### src/rtl/alu_control_if.sv
// alu_control_if: request fields and registered result of the ALU control decoder
interface alu_control_if;
  logic       in_valid;
  logic [1:0] aluop;
  logic [6:0] func7;
  logic [2:0] func3;
  logic [3:0] aluctl;
  logic       out_valid;
  logic       illegal;
  modport master (output in_valid, aluop, func7, func3, input aluctl, out_valid, illegal);
  modport slave (input in_valid, aluop, func7, func3, output aluctl, out_valid, illegal);
endinterface

### src/rtl/alu_control.sv
// alu_control: aluop/func7/func3 to registered 4-bit ALU select; ALU_CONTROL_MULDIV_EN adds M-extension codes
module alu_control #(
  parameter logic [3:0] RESET_CTL = 4'b0010
) (
  input logic         clk,
  input logic         rst_n,
  alu_control_if.slave bus
);
  localparam logic [3:0] AND_C = 4'b0000, OR_C = 4'b0001, ADD_C = 4'b0010, XOR_C = 4'b0011;
  localparam logic [3:0] SLL_C = 4'b0100, SRL_C = 4'b0101, SUB_C = 4'b0110, SRA_C = 4'b0111;
  localparam logic [3:0] SLT_C = 4'b1000, SLTU_C = 4'b1001;
  localparam logic [6:0] F7_BASE = 7'b0000000, F7_ALT = 7'b0100000;
`ifdef ALU_CONTROL_MULDIV_EN
  localparam logic [6:0] F7_MULDIV = 7'b0000001;
`endif
  logic [3:0] ctl_d, ctl_q;
  logic       ill_d, ill_q, vld_q;
  // combinational decode; anything unsupported becomes ADD with illegal set
  always_comb begin
    ctl_d = ADD_C;
    ill_d = 1'b0;
    case (bus.aluop)
      2'b00: ctl_d = ADD_C;
      2'b01: ctl_d = SUB_C;
      2'b10:
        case (bus.func7)
          F7_BASE:
            case (bus.func3)
              3'b000: ctl_d = ADD_C;
              3'b001: ctl_d = SLL_C;
              3'b010: ctl_d = SLT_C;
              3'b011: ctl_d = SLTU_C;
              3'b100: ctl_d = XOR_C;
              3'b101: ctl_d = SRL_C;
              3'b110: ctl_d = OR_C;
              3'b111: ctl_d = AND_C;
              default: ill_d = 1'b1;
            endcase
          F7_ALT:
            case (bus.func3)
              3'b000: ctl_d = SUB_C;
              3'b101: ctl_d = SRA_C;
              default: ill_d = 1'b1;
            endcase
`ifdef ALU_CONTROL_MULDIV_EN
          F7_MULDIV:
            case (bus.func3)
              3'b000: ctl_d = 4'b1010;
              3'b001: ctl_d = 4'b1011;
              3'b011: ctl_d = 4'b1100;
              3'b100: ctl_d = 4'b1101;
              3'b101: ctl_d = 4'b1110;
              3'b110: ctl_d = 4'b1111;
              default: ill_d = 1'b1;
            endcase
`endif
          default: ill_d = 1'b1;
        endcase
      2'b11:
        case (bus.func3)
          3'b000: ctl_d = ADD_C;
          3'b001: {ctl_d, ill_d} = (bus.func7 == F7_BASE) ? {SLL_C, 1'b0} : {ADD_C, 1'b1};
          3'b010: ctl_d = SLT_C;
          3'b011: ctl_d = SLTU_C;
          3'b100: ctl_d = XOR_C;
          3'b101: {ctl_d, ill_d} = (bus.func7 == F7_BASE) ? {SRL_C, 1'b0} :
                                   (bus.func7 == F7_ALT)  ? {SRA_C, 1'b0} : {ADD_C, 1'b1};
          3'b110: ctl_d = OR_C;
          3'b111: ctl_d = AND_C;
          default: ill_d = 1'b1;
        endcase
      default: ill_d = 1'b1;
    endcase
  end
  // result registers load only on a request; valid strobe follows in_valid
  always_ff @(posedge clk or negedge rst_n) begin
    if (!rst_n) begin
      ctl_q <= RESET_CTL;
      ill_q <= 1'b0;
      vld_q <= 1'b0;
    end else begin
      vld_q <= bus.in_valid;
      if (bus.in_valid) begin
        ctl_q <= ctl_d;
        ill_q <= ill_d;
      end
    end
  end
  assign bus.aluctl    = ctl_q;
  assign bus.illegal   = ill_q;
  assign bus.out_valid = vld_q;
endmodule

### src/flat_wrapper.sv
// flat-port wrapper written by rule: the top's interface ports become plain ports
module alu_control_flat 
#(
  parameter logic [3:0] RESET_CTL = 4'b0010
)
  (clk, rst_n, bus_in_valid, bus_aluop, bus_func7, bus_func3, bus_aluctl, bus_out_valid, bus_illegal);
  alu_control_if bus_i ();
  input logic clk;
  input logic rst_n;
  input wire logic [$bits(bus_i.in_valid)-1:0] bus_in_valid;
  input wire logic [$bits(bus_i.aluop)-1:0] bus_aluop;
  input wire logic [$bits(bus_i.func7)-1:0] bus_func7;
  input wire logic [$bits(bus_i.func3)-1:0] bus_func3;
  output wire logic [$bits(bus_i.aluctl)-1:0] bus_aluctl;
  output wire logic [$bits(bus_i.out_valid)-1:0] bus_out_valid;
  output wire logic [$bits(bus_i.illegal)-1:0] bus_illegal;
  assign bus_i.in_valid = bus_in_valid;
  assign bus_i.aluop = bus_aluop;
  assign bus_i.func7 = bus_func7;
  assign bus_i.func3 = bus_func3;
  assign bus_aluctl = bus_i.aluctl;
  assign bus_out_valid = bus_i.out_valid;
  assign bus_illegal = bus_i.illegal;
  alu_control #(.RESET_CTL(RESET_CTL)) u_core (.clk(clk), .rst_n(rst_n), .bus(bus_i));
endmodule
### config.mk
export PLATFORM = sky130hd
export DESIGN_NAME = alu_control_flat
export DESIGN_NICKNAME = d
export VERILOG_FILES = /design/src/rtl/alu_control_if.sv /design/src/rtl/alu_control.sv /design/src/flat_wrapper.sv
export SDC_FILE = /design/constraint.sdc
export NUM_CORES = 1
export LEC_CHECK = 0
export ABC_AREA = 0
export BUFFER_PORTS_ARGS = -buffer_cell sky130_fd_sc_hd__buf_2
export CELL_PAD_IN_SITES_DETAIL_PLACEMENT = 1
export CELL_PAD_IN_SITES_GLOBAL_PLACEMENT = 1
export CORE_UTILIZATION = 25
export CTS_CLUSTER_DIAMETER = 150
export DETAILED_ROUTE_END_ITERATION = 6
export HOLD_SLACK_MARGIN = 0.06
export PLACE_DENSITY_LB_ADDON = 0.08
export SLEW_MARGIN = 20
export SYNTH_ARGS = -nofsm -noshare
export SYNTH_HDL_FRONTEND = slang
export SYNTH_SLANG_ARGS = --single-unit
### constraint.sdc
create_clock -name clk -period 0.8 [get_ports clk]
set_input_delay 0.04 -clock clk [delete_from_list [all_inputs] [get_ports clk]]
set_output_delay 0.04 -clock clk [all_outputs]
set_load 0.02 [all_outputs]
==> flow_metrics.py <==
metrics = {
    "power_and_ir_drop": {
        "p_leak_nw": 0.314,
        "powerDensity_nw_per_um2": 1270,
        "vdd_drop_max_mv": 0.586,
        "power_mw": 0.917,
    },
    "sta": {
        "skew_ns": 0,
        "setup_viol": 11,
        "rsz0062_at_grt": "yes",
        "fin_crit_sh_pct": 133,
        "hold_viol": 0,
        "setup_tns_ns": -1.27,
        "worst_slack_ns": -0.265,
        "max_freq_ghz": 0.939,
        "relSlewSlack_pct": 83.7,
        "period_needed_ns": 1.06,
        "maxSlewViolCount": 0,
        "worst_pin_slew_ns": 0.241,
        "hold-worst-slack_ns": 0.127,
    },
    "place": {
        "routabilityCongestion": 0.722,
        "placedCellCount": 83,
        "pre_cts_ws_ns": -0.608,
        "portBuffers": 20,
    },
    "global_route": {
        "grt_pass1_wl_um": 1850,
        "grt_overflow_total": 0,
        "antenna_found_initial": 0,
        "grt.total_usage_pct": 13.5,
        "grt_max_degree": 12,
        "grt_pass1_vias": 461,
    },
    "critical_path": {
        "worstPathCellList": "buf_6 -> or4_4 -> nor4_4 -> o2111ai_2 -> o211a_1",
        "reg2regPathDepth": 2,
        "path_class": "in -> reg",
        "arrival_ns": 1.24,
        "end_kind": "flop",
        "r2r-start": "u_core.bus.illegal",
        "rr_endpoint": "u_core.bus.illegal",
        "cp-start-kind": "input port",
        "crit_fanout": 5,
        "rrSetupSlack_ns": 0,
        "critPathSlowestCell": "or4_4",
        "max_stage_delay_ns": 0.60,
        "worstPathRequired_ns": 0.97,
    },
    "floorplanning": {
        "design.die.area_um2": 1890,
        "start_util_pct": 27.6,
        "fp-row-count": 14,
        "fp.coreArea_um2": 1560,
        "die_w_um": 43.5,
        "die_height_um": 43.5,
        "boundaryPins": 21,
    },
    "synthesis": {
        "synth_commonest_cells": "dfrtp_1 (5), inv_1 (3), o21ai_0 (3)",
        "yosysTopAreaCellShare_pct": 29.1,
        "synthCells": 42,
        "syn_area_um2": 430,
        "ys.flop_type": "dfrtp_1",
        "synth.area.top_cells": "dfrtp_1 (29%), dfstp_2 (6.1%), nor4_4 (4.9%), o41ai_2 (3.8%), o21ai_0 (3.5%)",
        "avgSynthCellArea_um2": 10.2,
        "async_flop_share_pct": 100,
        "synth_fp_nets": 57,
        "ys_seq_elements": 6,
        "yosysWarningCount": 0,
        "synth_cell_types": 30,
        "synth_top_area_cell": "dfrtp_1",
        "synth_most_common_cell": "dfrtp_1",
        "seq_area_frac_synth_pct": 35.2,
        "synth_edf_count": 0,
    },
    "final_layout": {
        "n_antenna_cell": 0,
        "final_cells": 92,
        "syn2layout_area_growth_pct": 68.3,
        "fillerInstances": 193,
        "drive_above_1_share_pct": 56.6,
        "nets": 92,
    },
    "drt": {
        "num_vias": 476,
        "drt_iter0_markers": 6,
        "wl_per_cell_um": 12.8,
        "ant_nets": 0,
        "wirelength_um": 1180,
        "detail_route.first_pass.iterations": 5,
        "drc_errors": 2,
        "via_per_inst": 5.17,
    },
    "status": {
        "status": "finished with violations",
        "violations": "DRC, setup timing",
    },
    "cts": {
        "cts_tree": "done",
        "cts_made_buffers": 3,
        "cts-root-buf": "clkbuf_4",
        "max-clock-path-buffers": 2,
        "htree_levels": 1,
        "clk_pin_slew_ns": 0.05,
        "cts.sinks": 6,
        "clk_latency_ns": 0.24,
    },
    "hold_path": {
        "hold_path_end": "u_core.bus.aluctl[3]",
        "hold_class": "in -> reg",
        "hp-start": "bus_func3[2]",
        "worstHoldPathCells": 3,
    },
    "job": {
        "max-cap-violations": 0,
    },
}
## power by group
| part | switching (mW) | internal, mW | total (mW) |
|---|---|---|---|
| registers | 0.0131 | 0.326 | 0.339 |
| logic | 0.133 | 0.140 | 0.273 |
| clock network | 0.116 | 0.189 | 0.305 |
## area by class of cell
| cell class | instances | area, um2 | share of cell area, % |
|---|---|---|---|
| tap | 16 | 20.0 | 2.76 |
| timing repair buffer | 32 | 239 | 33.0 |
| inverter | 3 | 11.3 | 1.55 |
| multi-input combinational | 31 | 277 | 38.2 |
| clock buffer | 4 | 26.3 | 3.63 |
| sequential | 6 | 151 | 20.9 |
## sequential cells by signal, summed over array words and instances, names as in the netlist
| register | count |
|---|---|
| u_core.bus.aluctl | 4 |
| u_core.bus.illegal | 1 |
| u_core.bus.out_valid | 1 |
## critical path, delay by kind of cell
kind	cells	cell delay [ns]
AOI/OAI and AO/OA	2	0.32
and+or+nand+nor	2	0.80
buffers and inverters	1	0.09
## kinds of logic after synthesis
family,share of synthesized area (%)
xor gates and xnor gates,2.04
DFF,35.2
and+or+nand+nor,28.8
buffers and inverters,6.10
AOI/OAI and AO/OA,25.3
muxes,2.62
## per-stage QoR
step	cell area, um2	util [%]
2_1_floorplan	430	-
3_3_place_gp	588	37.7
3_5_place_dp	588	37.7
4_1_cts	716	45.9
5_1_grt	724	46.5
6_report	724	46.5
## what timing repair did
| item | CTS | global route |
|---|---|---|
| endpoints found under the setup margin | 11 | 11 |
| resized for setup | 16 | 1 |
| hold endpoints to repair | 7 | 0 |
| hold buffers | 2 | 0 |
| pin swaps | 3 | 1 |
| setup buffers | 3 | 0 |
## how the worst max path moves through the flow
stage,from,to,slack [ns]
floorplan,bus_func7[4],u_core.bus.illegal,-0.38
global placement,bus_func7[4],u_core.bus.illegal,-0.58
detailed placement,bus_func7[4],u_core.bus.illegal,-0.61
CTS,bus_func7[2],u_core.bus.aluctl[1],-0.26
global route,bus_func7[2],u_core.bus.aluctl[0],-0.29
finish,bus_func7[2],u_core.bus.aluctl[1],-0.26
## layout by cell type, fill, tap and decap left out, types with 2 or more instances in the layout
| cell | count |
|---|---|
| a21oi_1 | 2 |
| nor2b_1 | 2 |
| dlygate4sd3_1 | 2 |
| buf_6 | 7 |
| nor2_1 | 2 |
| o21ai_0 | 2 |
| clkbuf_4 | 3 |
| buf_2 | 13 |
| nor4_4 | 3 |
| inv_1 | 3 |
| buf_4 | 10 |
| dfrtp_1 | 5 |
## metal layers
metal	GRT usage [%]	vias to the layer above	share of wire [%]
met5	0	-	0
met4	3.75	0	0
met3	6.25	0	5.2
met2	21.8	17	52
met1	16.1	226	43
li1	-	233	-
No activity file was read; power rests on OpenSTA's default activity.
